[src/rtl/ccm_in_packer.sv]
// Packs a 32-bit payload word stream into 128-bit AES blocks for the CCM engine,
// with a per-byte valid mask and an end-of-payload pulse.
module ccm_in_packer (
    input  logic         pClk,
    input  logic         nPRst,
    input  logic         nSRst,
    input  logic         initCCM_p,
    input  logic [15:0]  payloadLen,
    input  logic         rxError_p,
    input  logic         tcTxErrorP,
    input  logic [31:0]  wordIn,
    input  logic         wordInValid,
    output logic         wordInReady,
    input  logic         loadMsg_p,
    output logic [127:0] ccmInData,
    output logic         ccmInValid,
    output logic [127:0] maskReg,
    output logic         payloadEnd_p,
    output logic         packerIdle
);

    typedef enum logic [1:0] {S_IDLE, S_FILL, S_HOLD, S_END} state_t;

    state_t        state, state_nxt;
    logic [15:0]   rem_bytes, rem_nxt, rem_dec;
    logic [1:0]    word_pos, pos_nxt;
    logic [127:0]  data_nxt, mask_nxt;
    logic          valid_nxt, end_nxt;
    logic [2:0]    take;
    logic [31:0]   slot_data, slot_mask;
    logic          abort;

    assign abort       = rxError_p | tcTxErrorP;
    assign wordInReady = (state == S_FILL);
    assign packerIdle  = (state == S_IDLE);

    // Bytes taken from this word: min(4, rem_bytes); lanes past that are zeroed.
    assign take    = (rem_bytes >= 16'd4) ? 3'd4 : rem_bytes[2:0];
    assign rem_dec = rem_bytes - {13'd0, take};

    assign slot_mask = {{8{take > 3'd0}}, {8{take > 3'd1}}, {8{take > 3'd2}}, {8{take > 3'd3}}};
    assign slot_data = {wordIn[7:0], wordIn[15:8], wordIn[23:16], wordIn[31:24]} & slot_mask;

    always_comb begin
        state_nxt = state;
        rem_nxt   = rem_bytes;
        pos_nxt   = word_pos;
        data_nxt  = ccmInData;
        mask_nxt  = maskReg;
        valid_nxt = ccmInValid;
        end_nxt   = 1'b0;

        if (abort) begin
            state_nxt = S_IDLE;
            rem_nxt   = '0;
            pos_nxt   = '0;
            data_nxt  = '0;
            mask_nxt  = '0;
            valid_nxt = 1'b0;
        end else if (initCCM_p) begin
            rem_nxt   = payloadLen;
            pos_nxt   = '0;
            data_nxt  = '0;
            mask_nxt  = '0;
            valid_nxt = 1'b0;
            if (payloadLen == 16'd0) begin
                state_nxt = S_END;
                end_nxt   = 1'b1;
            end else begin
                state_nxt = S_FILL;
            end
        end else begin
            case (state)
                S_FILL: begin
                    if (wordInValid) begin
                        // Unwritten slots are already zero, so OR-ing the shifted slot is enough.
                        data_nxt = ccmInData | ({slot_data, 96'd0} >> {word_pos, 5'd0});
                        mask_nxt = maskReg   | ({slot_mask, 96'd0} >> {word_pos, 5'd0});
                        rem_nxt  = rem_dec;
                        pos_nxt  = word_pos + 2'd1;
                        if (word_pos == 2'd3 || rem_dec == 16'd0) begin
                            state_nxt = S_HOLD;
                            valid_nxt = 1'b1;
                            end_nxt   = (rem_dec == 16'd0);
                        end
                    end
                end
                S_HOLD: begin
                    if (loadMsg_p) begin
                        data_nxt  = '0;
                        mask_nxt  = '0;
                        pos_nxt   = '0;
                        valid_nxt = 1'b0;
                        state_nxt = (rem_bytes != 16'd0) ? S_FILL : S_IDLE;
                    end
                end
                S_END:   state_nxt = S_IDLE;
                default: state_nxt = state;
            endcase
        end
    end

    always_ff @(posedge pClk or negedge nPRst) begin
        if (!nPRst) begin
            state        <= S_IDLE;
            rem_bytes    <= '0;
            word_pos     <= '0;
            ccmInData    <= '0;
            maskReg      <= '0;
            ccmInValid   <= 1'b0;
            payloadEnd_p <= 1'b0;
        end else if (!nSRst) begin
            state        <= S_IDLE;
            rem_bytes    <= '0;
            word_pos     <= '0;
            ccmInData    <= '0;
            maskReg      <= '0;
            ccmInValid   <= 1'b0;
            payloadEnd_p <= 1'b0;
        end else begin
            state        <= state_nxt;
            rem_bytes    <= rem_nxt;
            word_pos     <= pos_nxt;
            ccmInData    <= data_nxt;
            maskReg      <= mask_nxt;
            ccmInValid   <= valid_nxt;
            payloadEnd_p <= end_nxt;
        end
    end

endmodule
[config.mk]
export PLATFORM = sky130hd
export DESIGN_NAME = ccm_in_packer
export DESIGN_NICKNAME = d
export VERILOG_FILES = /design/src/rtl/ccm_in_packer.sv
export SDC_FILE = /design/constraint.sdc
export NUM_CORES = 1
export LEC_CHECK = 0
export CORE_MARGIN = 8
export CORE_UTILIZATION = 55
export DETAILED_ROUTE_END_ITERATION = 8
export DONT_BUFFER_PORTS = 1
export GPL_TIMING_DRIVEN = 0
export PLACE_DENSITY_LB_ADDON = 0.05
export SLEW_MARGIN = 40
export SYNTH_ARGS = -nofsm -noshare
export SYNTH_HDL_FRONTEND = slang
export SYNTH_SLANG_ARGS = --single-unit
[constraint.sdc]
create_clock -name pClk -period 2.8 [get_ports pClk]
set_input_delay 0.56 -clock pClk [delete_from_list [all_inputs] [get_ports pClk]]
set_output_delay 0.56 -clock pClk [all_outputs]
set_load 0.02 [all_outputs]
Word level (Yosys, flattened, before mapping)
Cells that the tools add are included.
{"block": "totals", "in_bits": 56, "elab_cells": 86, "out_inout_bits": 260, "register_bits": 278}
{"block": "op_classes", "addsub": 2, "eq_ne": 11, "n_mux": 46, "bitwise_logic": 4, "magnitude_cmp": 5, "shift": 2, "n_reduce_logical": 9}
{"op": "$mux W128", "n": 9}
{"op": "$pmux W128 S2", "n": 2}
{"op": "$or A128 B128 Y128", "n": 2}
{"op": "$shr A128 B7 Y128", "n": 2}
{"op": "$mux W16", "n": 5}
{"op": "$and A32 B32 Y32", "n": 1}
{"op": "$logic_not A16 Y1", "n": 2}
{"op": "$mux W2", "n": 12}
{"op": "$ge A16 B3 Y1 const B", "n": 1}
{"op": "$reduce_bool A16 Y1", "n": 1}
{"op": "$sub A16 B3 Y16", "n": 1}
{"op": "$mux W1", "n": 14}
{"op": "$ne A4 B1 Y1 const B", "n": 2}
{"op": "$reduce_and A4 Y1", "n": 2}
{"op": "$eq A2 B2 Y1 const B", "n": 3}
{"op": "$gt A3 B1 Y1 const B", "n": 2}
{"op": "$gt A3 B2 Y1 const B", "n": 2}
{"op": "$ne A6 B1 Y1 const B", "n": 1}
{"op": "$pmux W2 S3", "n": 1}
{"op": "$ne A5 B1 Y1 const B", "n": 1}
{"op": "$ne A5 B3 Y1 const B", "n": 1}
{"op": "$ne A5 B4 Y1 const B", "n": 1}
{"op": "$ne A5 B5 Y1 const B", "n": 1}
{"op": "$pmux W2 S2", "n": 1}
{"op": "other kinds (9)", "n": 9}

Depth between registers and ports, before layout
Gate-level depths: netlist (run 1).
{"block": "depth", "depth_word": 11, "ltp_mapped": 11, "mapped_depth_nobuf": 10}

Worst setup path before layout (run 1)
No wires, ideal clock.
{"block": "synth_path", "kind": "register to register", "from": "register rem_bytes[3]", "to": "register payloadEnd_p", "slack_ns": 0.214, "synth_period_minus_slack_ns": 2.586, "setup_ns": 0.065, "n_path_buf": 2, "arrival_time_ns": 2.521, "t_required_ns": 2.735, "stages_incl_launch_ff": 12, "cell_sequence": "dfrtp_1 > buf_6 > or4_4 > buf_6 > o21ai_0 > ha_1 > nor4_1 > nand2_1 > a221oi_2 > nand4_1 > nor4_1 > o21a_1"}
{"block": "synth_between", "elab_chain_cells": 11}
{"item": "from (decl)", "line": "25", "text": "logic [15:0] rem_bytes, rem_nxt, rem_dec;"}
{"item": "from (signal assigned)", "line": "122", "text": "rem_bytes <= rem_nxt;"}
{"item": "$ge A16 B3 Y1", "line": "38", "text": "assign take = (rem_bytes >= 16'd4) ? 3'd4 : rem_bytes[2:0];"}
{"item": "$mux W3", "line": "38"}
{"item": "$sub A16 B3 Y16 (*)", "line": "39", "text": "assign rem_dec = rem_bytes - {13'd0, take};"}
{"item": "$logic_not A16 Y1 (*)", "line": "81, 84"}
{"item": "$logic_or A1 B1 Y1", "line": "81", "text": "if (word_pos == 2'd3 || rem_dec == 16'd0) begin"}
{"item": "$mux W1 (*)", "line": "81"}
{"item": "$mux W1 (*)", "line": "75", "text": "if (wordInValid) begin"}
{"item": "$mux W1 (*)", "line": "73", "text": "case (state)"}
{"item": "$mux W1 (*)", "line": "60", "text": "end else if (initCCM_p) begin"}
{"item": "$mux W1 (*)", "line": "53", "text": "if (abort) begin"}
{"item": "$mux W1 (*)", "line": "112", "text": "end else if (!nSRst) begin"}
{"item": "to (signal assigned)", "line": "127", "text": "payloadEnd_p <= end_nxt;"}
{"item": "to (decl)", "line": "18", "text": "output logic payloadEnd_p,"}
Every way passes the cells marked *; elsewhere a longest branch is shown, timed or not.
A chain may end at the register's enable or synchronous reset.

Worst setup path after layout (run 1)
{"block": "layout_path", "from": "register rem_bytes[4]", "to": "register payloadEnd_p"}
The elaborated chain is that of the path after synthesis.

==> results of run 1 <==
==> state kept, by name, indices dropped and copies added (netlist names) <==
register      count
word_pos          2
rem_bytes        16
payloadEnd_p      1
ccmInValid        1
ccmInData       128
state             2
maskReg         128
==> cells in the mapped netlist (5+ instances only) <==
| cell | n | area, sq um |
|---|---|---|
| nor2_2 | 6 | 37.5 |
| buf_6 | 6 | 67.6 |
| xor2_1 | 6 | 52.6 |
| buf_2 | 10 | 50.1 |
| nor4_1 | 9 | 56.3 |
| o21ai_0 | 8 | 40.0 |
| or3_1 | 5 | 31.3 |
| inv_1 | 5 | 18.8 |
| nand4_1 | 5 | 31.3 |
| clkbuf_1 | 41 | 154 |
| a211oi_1 | 6 | 45.0 |
| a21oi_1 | 143 | 716 |
| nand3_1 | 14 | 70.1 |
| nor2_1 | 409 | 1540 |
| dfrtp_1 | 278 | 6960 |
| nand2_1 | 26 | 97.6 |
==> per-stage QoR <==
step	setup slack, ns	total power [uW]	cells	instance area [sq um]	TNS [ns]
after floorplan	0.214	4430	1048	10600	0
after global placement	-0.263	4520	1313	10900	-1.76
after detailed placement	-0.270	4520	1313	11000	-1.43
after CTS	0.0442	8440	1366	12000	0
after global routing	-0.0589	8690	1374	12100	-0.125
final	0.134	8400	1374	12100	0
==> area by class of cell <==
type,instances,area (sq um)
tap,265,332
timing repair buffer,9,67.6
fill,1620,7130
sequential,278,6960
clock buffer,45,866
clock inverter,8,119
multi-input combinational,707,3450
buffer,57,268
inverter,5,18.8
==> routing by layer <==
layer  track usage  wire (microns)
met2         0.392           14400
met5             0               0
met4        0.0989            1240
met3         0.103            3790
met1         0.313           11700
==> final timing paths <==
| kind | from | endpoint | slack, ns |
|---|---|---|---|
| setup / recovery | rem_bytes[4]$_DFFE_PN0P_ | payloadEnd_p$_DFF_PN0_ | 0.13 |
| hold / removal | nPRst | rem_bytes[14]$_DFFE_PN0P_ | -0.28 |
| setup reg to reg | rem_bytes[4]$_DFFE_PN0P_ | payloadEnd_p$_DFF_PN0_ | 0.13 |
| hold reg to reg | ccmInData[124]$_DFFE_PN0P_ | ccmInData[124]$_DFFE_PN0P_ | 0.63 |
| max in group asynchronous | nPRst | maskReg[99]$_DFFE_PN0P_ | 2.82 |
| min in group pClk | payloadLen[9] | rem_bytes[9]$_DFFE_PN0P_ | 0.16 |
==> cell families after synthesis <==
group | synth area share
simple gates | 0.205
flops | 0.655
compound gates | 0.0969
buf+inv | 0.0281
xor+xnor | 0.00743
fa+ha+maj | 0.00354
mux | 0.00283
other cells | 0.000707
==> power by group through the flow <==
stage               registers (uW)  logic (uW)  clock network [uW]
finish                        4090         396                3920
global route                  4090         438                4170
CTS                           4090         374                3990
detailed placement            4160         368                   0
global placement              4160         363                   0
floorplan                     4150         278                   0
==> timing repair <==
item	in CTS	in global routing
gates resized for setup	5	9
endpoints found under the setup margin	4	18
pin swaps	0	9
setup buffers	0	9
hold endpoints to repair	278	278
==> impl_results.md, run 1 <==
- I/O pins: 316
- Synth-to-layout area growth: 13.8%
- Type of the worst min-delay path: in2async
- Num rows: 51
- Crit path largest cell delay: 0.54 ns
- Max-cap violations: 0
- CP arrival: 3.14 ns
- Drt total wl: 31100 microns
- Pint: 6560 uW
- CP Max Fanout: 9
- Routed via count: 7686
- CTS root buffer: clkbuf_16
- Number of DRC markers in iteration 0: 553
- H-tree levels: 1
- Failing checks: negative hold slack
- Main flop type after synthesis: dfrtp_1
- Switching part of the total: 0.219
- ANT cells: 0
- Global-route usage over all layers: 0.253
- Relative slew slack: 0.520
- Syn_nets: 1107
- Synth Instances: 1048
- Clk network pwr share: 0.467
- GR Overflow Total: 0
- Initial DRT Pass Iterations: 5
- Post-synth ARST share: 1.00
- Fraction of layout cells with a size suffix above 1: 0.0965
- CTS Sinks: 278
- Critical path, cell by cell: clkbuf_1, or4_4, o21ai_4, ha_4, nor4_2, nand2_1, a221oi_2, nand4_1, buf_4, nor4_2, o21a_1
- Avg WL per Cell: 22.7 microns
- Initial core utilization: 0.553
- CORE AREA: 19200 sq um
- WP depth: 11
- FMAX: 0.375 GHz
- RD Place Congestion: 0.868
- RSZ-0062 raised after global routing: true
- Finish-stage setup viols: 0
- Most frequent cells in the layout: nor2_1 (406), dfrtp_1 (278), a21oi_1 (143)
- Cell area power density: 696 nW/um^2
- Reg2reg path depth: 11
- Comb power frac: 0.047
- Type of origin of the critical path: flop
- Fin. max-slew vios: 0
- Post-DP HPWL: 22100 microns
- Pin count of the biggest net entering global routing: 279
- CTS Buf Count: 29
- Post-route ant nets: 0
- Crit. End Element: flop
- Least-Margin Pin Slew: 0.715 ns
- Post-synth EDFFs: 0
- Final core occ: 0.629
- Synthesized flop and latch total: 278
- Worst Path Buf+Inv: 2
- Slowest CP cell: or4_4
- Worst path most repeated cell: nor4_2
- Switching power: 1840 uW
- Final hold vios: 278
- Nets: 1146
- Die area: 24000 sq um
- Worst hold slack: -0.283 ns
- WS Path Type: reg2reg
- Most common cell after layout, fill and taps aside: nor2_1
- First-pass GRT wire length: 46700 microns
- Crit path max-delay family: simple AND/OR/NAND/NOR gates
- Period utilization: 0.952
- Flop pwr share: 0.486
- Static Leakage: 0.00537 uW
- Required time worst endpoint: 3.28 ns
- Post-Syn Area: 10600 sq um
- Initial antenna violation count: 0
- Port Buffers: 0
- Vias in the first global route: 7321
- Avg Vias per Cell: 5.59
- Sequential share of the synthesized area: 0.655
- Avg Cell Area, Syn: 10.1 sq um
- Post-synth cell types: 54
- Die Ht: 155 microns
- DRC violations left: 0
- Die W: 155 microns
- Outcome: finished with violations
- Clk Latency, worst-skew pair: 0.55 ns
- Yosys warns: 0
- Minimum clock period: 2.67 ns
- Clock Skew: 0.00977 ns
- Clock buffer depth: 3
- Clk slew on worst S/H paths: 0.06 ns
- CTS tree: built
- Peak VDD IR: 0.527 mV
Power figures use the tool's default switching activity.
==> run 2: changes to the inputs <==
--- a/config.mk
+++ b/config.mk
@@ -11,6 +11,7 @@
 export DONT_BUFFER_PORTS = 1
 export GPL_TIMING_DRIVEN = 0
 export PLACE_DENSITY_LB_ADDON = 0.05
+export REMOVE_ABC_BUFFERS = 1
 export SLEW_MARGIN = 40
 export SYNTH_ARGS = -nofsm -noshare
 export SYNTH_HDL_FRONTEND = slang
==> constraint.sdc (replaced) <==
create_clock -name pClk -period 2.4 [get_ports pClk]
set_input_delay 0.48 -clock pClk [delete_from_list [all_inputs] [get_ports pClk]]
set_output_delay 0.48 -clock pClk [all_outputs]
set_load 0.02 [all_outputs]
==> run 2 against run 1 <==
Effect of this change: the run ends with negative hold slack, negative setup slack left; critical path depth shrank 2; sequential power increased by 17%; clock power up 16%; worst setup slack got worse by 0.19 ns; cell area grew 3.4%; largest cell class unchanged; via count fell by 1.6%; total power up 17%; flip-flop and latch count is the same; non-clock buffer count is 14 lower.
==> impl_results.md, run 2 (synthesized netlist as in run 1, its figures left out) <==
- Outcome: finished with violations
- Failing checks: negative hold slack, negative setup slack
- Number of DRC markers in iteration 0: 522
- Placed inst area: 10900 sq um
- RD Place Congestion: 0.899
- Type of origin of the critical path: flop
- Clk slew on worst S/H paths: 0.06 ns
- Fraction of layout cells with a size suffix above 1: 0.136
- Minimum clock period: 2.45 ns
- Clk network pwr share: 0.463
- Type of the worst min-delay path: in2async
- # placed instances: 1267
- Most common cell after layout, fill and taps aside: nor2_1
- Cell area power density: 789 nW/um^2
- Avg WL per Cell: 21.2 microns
- CORE AREA: 19200 sq um
- Relative slew slack: 0.463
- GR Overflow Total: 0
- Routed via count: 7560
- Pin count of the biggest net entering global routing: 279
- Static Leakage: 0.00553 uW
- Multi-input logic area: 3570 sq um
- Clock Skew: 0.00787 ns
- Worst Path Buf+Inv: 0
- H-tree levels: 1
- Crit path largest cell delay: 0.56 ns
- Post-route ant nets: 0
- Die Ht: 155 microns
- Fin. max-slew vios: 0
- Vias in the first global route: 7279
- Die W: 155 microns
- Global-route usage over all layers: 0.229
- Final std cells w/o fill: 1355
- Final hold vios: 278
- Switching part of the total: 0.218
- Die area: 24000 sq um
- CTS Sinks: 278
- Initial antenna violation count: 0
- Slowest CP cell: or4_4
- Port Buffers: 0
- Reg2reg path depth: 9
- Finish-stage setup viols: 6
- Clock buffer depth: 3
- CTS tree: built
- Period utilization: 1.02
- Fill cells: 1537
- WP depth: 9
- Required time worst endpoint: 2.87 ns
- Final core occ: 0.650
- Setup ws final: -0.0550 ns
- CP arrival: 2.93 ns
- Pint: 7700 uW
- Clk Latency, worst-skew pair: 0.53 ns
- Most frequent cells in the layout: nor2_1 (403), dfrtp_1 (273), a21oi_1 (143)
- Nets: 1131
- Design area: 12500 sq um
- Avg Vias per Cell: 5.58
- Post-DP HPWL: 19100 microns
- Max-cap violations: 0
- Worst hold slack: -0.353 ns
- Flop pwr share: 0.485
- Switching power: 2140 uW
- ANT cells: 0
- CTS Buf Count: 28
- Crit path max-delay family: simple AND/OR/NAND/NOR gates
- Num rows: 51
- WS Path Type: reg2reg
- First-pass GRT wire length: 43700 microns
- Drt total wl: 28700 microns
- DRC violations left: 0
- Comb power frac: 0.053
- Initial DRT Pass Iterations: 5
- Storage cell area: 6960 sq um
- FMAX: 0.407 GHz
- Critical path, cell by cell: or4_4, o21ai_4, ha_4, nor4_4, nand2_1, a221oi_2, nand4_1, nor4_2, o21a_1
- Peak VDD IR: 0.485 mV
- Synth-to-layout area growth: 17.6%
- Least-Margin Pin Slew: 0.805 ns
- RSZ-0062 raised after global routing: true
- Largest registers: ccmInData: 128 flops, maskReg: 128 flops, rem_bytes: 16 flops
- Initial core utilization: 0.553
- CP Max Fanout: 4
- CTS root buffer: clkbuf_16
- Crit. End Element: flop
- I/O pins: 316
run 2: cell type report:
type,count,area share
clock inverter,10,0.0138
timing repair buffer,52,0.0499
sequential,278,0.558
multi-input combinational,707,0.286
tap,265,0.0266
inverter,5,0.00150
clock buffer,38,0.0647
run 2: final timing paths:
check,from,endpoint,slack (ns)
min reg2reg,rem_bytes[15]$_DFFE_PN0P_,rem_bytes[15]$_DFFE_PN0P_,0.61
min,nPRst,rem_bytes[13]$_DFFE_PN0P_,-0.35
min in group pClk,initCCM_p,rem_bytes[2]$_DFFE_PN0P_,0.08
max,rem_bytes[2]$_DFFE_PN0P_,payloadEnd_p$_DFF_PN0_,-0.05
max in group asynchronous,nPRst,rem_bytes[2]$_DFFE_PN0P_,2.03
max reg2reg,rem_bytes[2]$_DFFE_PN0P_,payloadEnd_p$_DFF_PN0_,-0.05
run 2: repair_timing:
action,in CTS,in global routing
endpoints found under the setup margin,237,201
hold endpoints to repair,278,278
resized for setup,24,12
pin swaps,19,16
setup buffers,24,16
run 2: power by group through the flow:
stage	combinational (uW)	clock, uW	sequential, uW
after floorplan	297	0	4840
after global placement	387	0	4860
after detailed placement	427	0	4850
after CTS	462	4650	4770
after global routing	574	4840	4770
final	520	4550	4770
run 2: routing by layer:
metal | wire length, microns | global-route usage | vias to the layer above
li1 | - | - | 3485
met1 | 10700 | 0.279 | 3702
met2 | 13600 | 0.361 | 318
met3 | 3600 | 0.103 | 55
met4 | 886 | 0.0728 | 0
met5 | 0 | 0 | -
run 2: worst reg2reg max path: cells and delay by family, from the launching register on:
family / cells / cell delay, ns
compound gates: 3 / 0.53
fa+ha+maj: 1 / 0.23
flops: 1 / 0.42
simple gates: 5 / 1.21
run 2: through the flow:
stage	hold WS, ns	setup slack, ns	power (uW)	TNS [ns]
3_5_place_dp	0.195	-0.659	5280	-72.31
6_report	-0.353	-0.0550	9850	-0.153
2_1_floorplan	0.184	-2.75	5140	-691.32
4_1_cts	-0.368	-0.132	9880	-0.729
5_1_grt	-0.373	-0.199	10200	-2.17
3_3_place_gp	0.195	-5.03	5240	-1277.33
==> run 3: changes to the inputs <==
==> constraint.sdc (replaced) <==
create_clock -name pClk -period 2.6 [get_ports pClk]
set_input_delay 0.52 -clock pClk [delete_from_list [all_inputs] [get_ports pClk]]
set_output_delay 0.52 -clock pClk [all_outputs]
set_load 0.02 [all_outputs]
==> run 3 against run 2 <==
Effect of this change: the run ends with negative hold slack left; utilization fell by 1.6 points; first-iteration DRC count rose by 1.7%; clock skew hardly changed; maximum frequency decreased by 0.14%; via count is 1.9% lower; cell area is 2.5% lower; global-route usage decreased by 0.30 points.
==> impl_results.md, run 3 (synthesized netlist as in run 1, its figures left out) <==
- # placed instances: 1267
- Initial core utilization: 0.553
- Die Ht: 155 microns
- Post-route ant nets: 0
- Num rows: 51
- Avg Vias per Cell: 5.58
- CORE AREA: 19200 sq um
- RD Place Congestion: 0.899
- Relative slew slack: 0.475
- CTS root buffer: clkbuf_16
- CP arrival: 2.93 ns
- Initial antenna violation count: 0
- Cell area power density: 742 nW/um^2
- WS Path Type: reg2reg
- Period utilization: 0.946
- WL met1: 10500 microns
- RSZ-0062 raised after global routing: true
- Most common cell after layout, fill and taps aside: nor2_1
- CTS tree: built
- Required time worst endpoint: 3.07 ns
- Clk slew on worst S/H paths: 0.06 ns
- Fraction of layout cells with a size suffix above 1: 0.111
- Nets: 1105
- CTS Buf Count: 28
- I/O pins: 316
- Clk Latency, worst-skew pair: 0.53 ns
- Outcome: finished with violations
- Port Buffers: 0
- Setup ws final: 0.142 ns
- Final std cells w/o fill: 1329
- Post-DP HPWL: 19100 microns
- Die W: 155 microns
- Crit. End Element: flop
- Final hold vios: 278
- Vias in the first global route: 7177
- H-tree levels: 1
- Peak VDD IR: 0.443 mV
- First-pass GRT wire length: 43200 microns
- Fill cells: 1567
- CP Max Fanout: 8
- Synth-to-layout area growth: 14.6%
- Type of origin of the critical path: flop
- Worst hold slack: -0.310 ns
- Type of the worst min-delay path: in2async
- Pin count of the biggest net entering global routing: 279
- Fin. max-slew vios: 0
- Largest registers: ccmInData: 128 flops, maskReg: 128 flops, rem_bytes: 16 flops
- Clock buffer depth: 3
- Die area: 24000 sq um
- Number of DRC markers in iteration 0: 531
- ANT cells: 0
- Failing checks: negative hold slack
- Most frequent cells in the layout: nor2_1 (403), dfrtp_1 (272), a21oi_1 (143)
- FMAX: 0.407 GHz
- Minimum clock period: 2.46 ns
- DRC violations left: 0
- Routed via count: 7418
- Length of routed met3 wiring: 3640 microns
- GR Overflow Total: 0
- Max-cap violations: 0
- Pre-CTS WS: -0.459 ns
- Max layer used: met4
- Routed wl met2: 13100 microns
- Avg WL per Cell: 21.1 microns
- Static Leakage: 0.00537 uW
- Global-route usage over all layers: 0.226
- Clock Skew: 0.00804 ns
- Drt total wl: 28100 microns
- Initial DRT Pass Iterations: 5
- Finish-stage setup viols: 0
- Least-Margin Pin Slew: 0.785 ns
- CTS Sinks: 278
==> run 3: cell type report <==
type	count	area, sq um	area share
flip-flops and latches	278	6960	0.572
multi-input cells	707	3530	0.290
clock buffers	38	808	0.0664
repair buffers	26	340	0.0280
well taps	265	332	0.0272
clock inverters	10	173	0.0142
inverters	5	18.8	0.00154
==> run 3: where the power goes <==
group          leakage [uW]  switching (uW)  internal (uW)  total [uW]
registers           0.00387            53.5           4350        4400
clock network      0.000483            1630           2570        4200
logic               0.00102             276            154         430
==> run 3: worst max-delay path, stage by stage (launching register included) <==
cell and delay, ns:
dfrtp_2 0.45, or4_4 0.55, o21ai_4 0.17, ha_4 0.23, nor4_2 0.14, nand2_1 0.09
a221oi_2 0.21, nand4_1 0.17, nor4_1 0.23, o21a_1 0.15
==> run 3: path summary, 6_finish.rpt <==
path	cells after the start	slack [ns]	startpoint	to
min in group pClk	2	0.12	initCCM_p	rem_bytes[15]$_DFFE_PN0P_
worst min-delay path	0	-0.31	nPRst	maskReg[82]$_DFFE_PN0P_
worst max-delay path	9	0.14	rem_bytes[2]$_DFFE_PN0P_	payloadEnd_p$_DFF_PN0_
max in group asynchronous	0	2.54	nPRst	maskReg[39]$_DFFE_PN0P_
worst min register to register	2	0.61	rem_bytes[15]$_DFFE_PN0P_	rem_bytes[15]$_DFFE_PN0P_
worst max register to register	9	0.14	rem_bytes[2]$_DFFE_PN0P_	payloadEnd_p$_DFF_PN0_
==> run 3: per-stage QoR <==
| stage | total power, uW | instance area, sq um | TNS, ns | hold slack (ns) | util |
|---|---|---|---|---|---|
| floorplan | 4750 | 10300 | -649.76 | 0.224 | - |
| global placement | 4840 | 10700 | -1235.61 | 0.235 | 0.555 |
| detailed placement | 4880 | 10900 | -32.17 | 0.235 | 0.567 |
| CTS | 9110 | 12100 | 0 | -0.328 | 0.629 |
| global route | 9350 | 12200 | -0.0192 | -0.336 | 0.634 |
| finish | 9030 | 12200 | 0 | -0.310 | 0.634 |
==> run 3: per-layer routing <==
metal,vias to the layer above,global-route usage
met5,-,0
met4,0,0.0705
met3,54,0.103
met2,276,0.354
met1,3659,0.277
li1,3429,-
==> run 3: what timing repair did <==
action	4_1_cts	5_1_grt
gates resized for setup	21	11
endpoints found under the hold margin	278	278
endpoints found under the setup margin	151	98
pin swaps	11	8
setup buffers	10	4
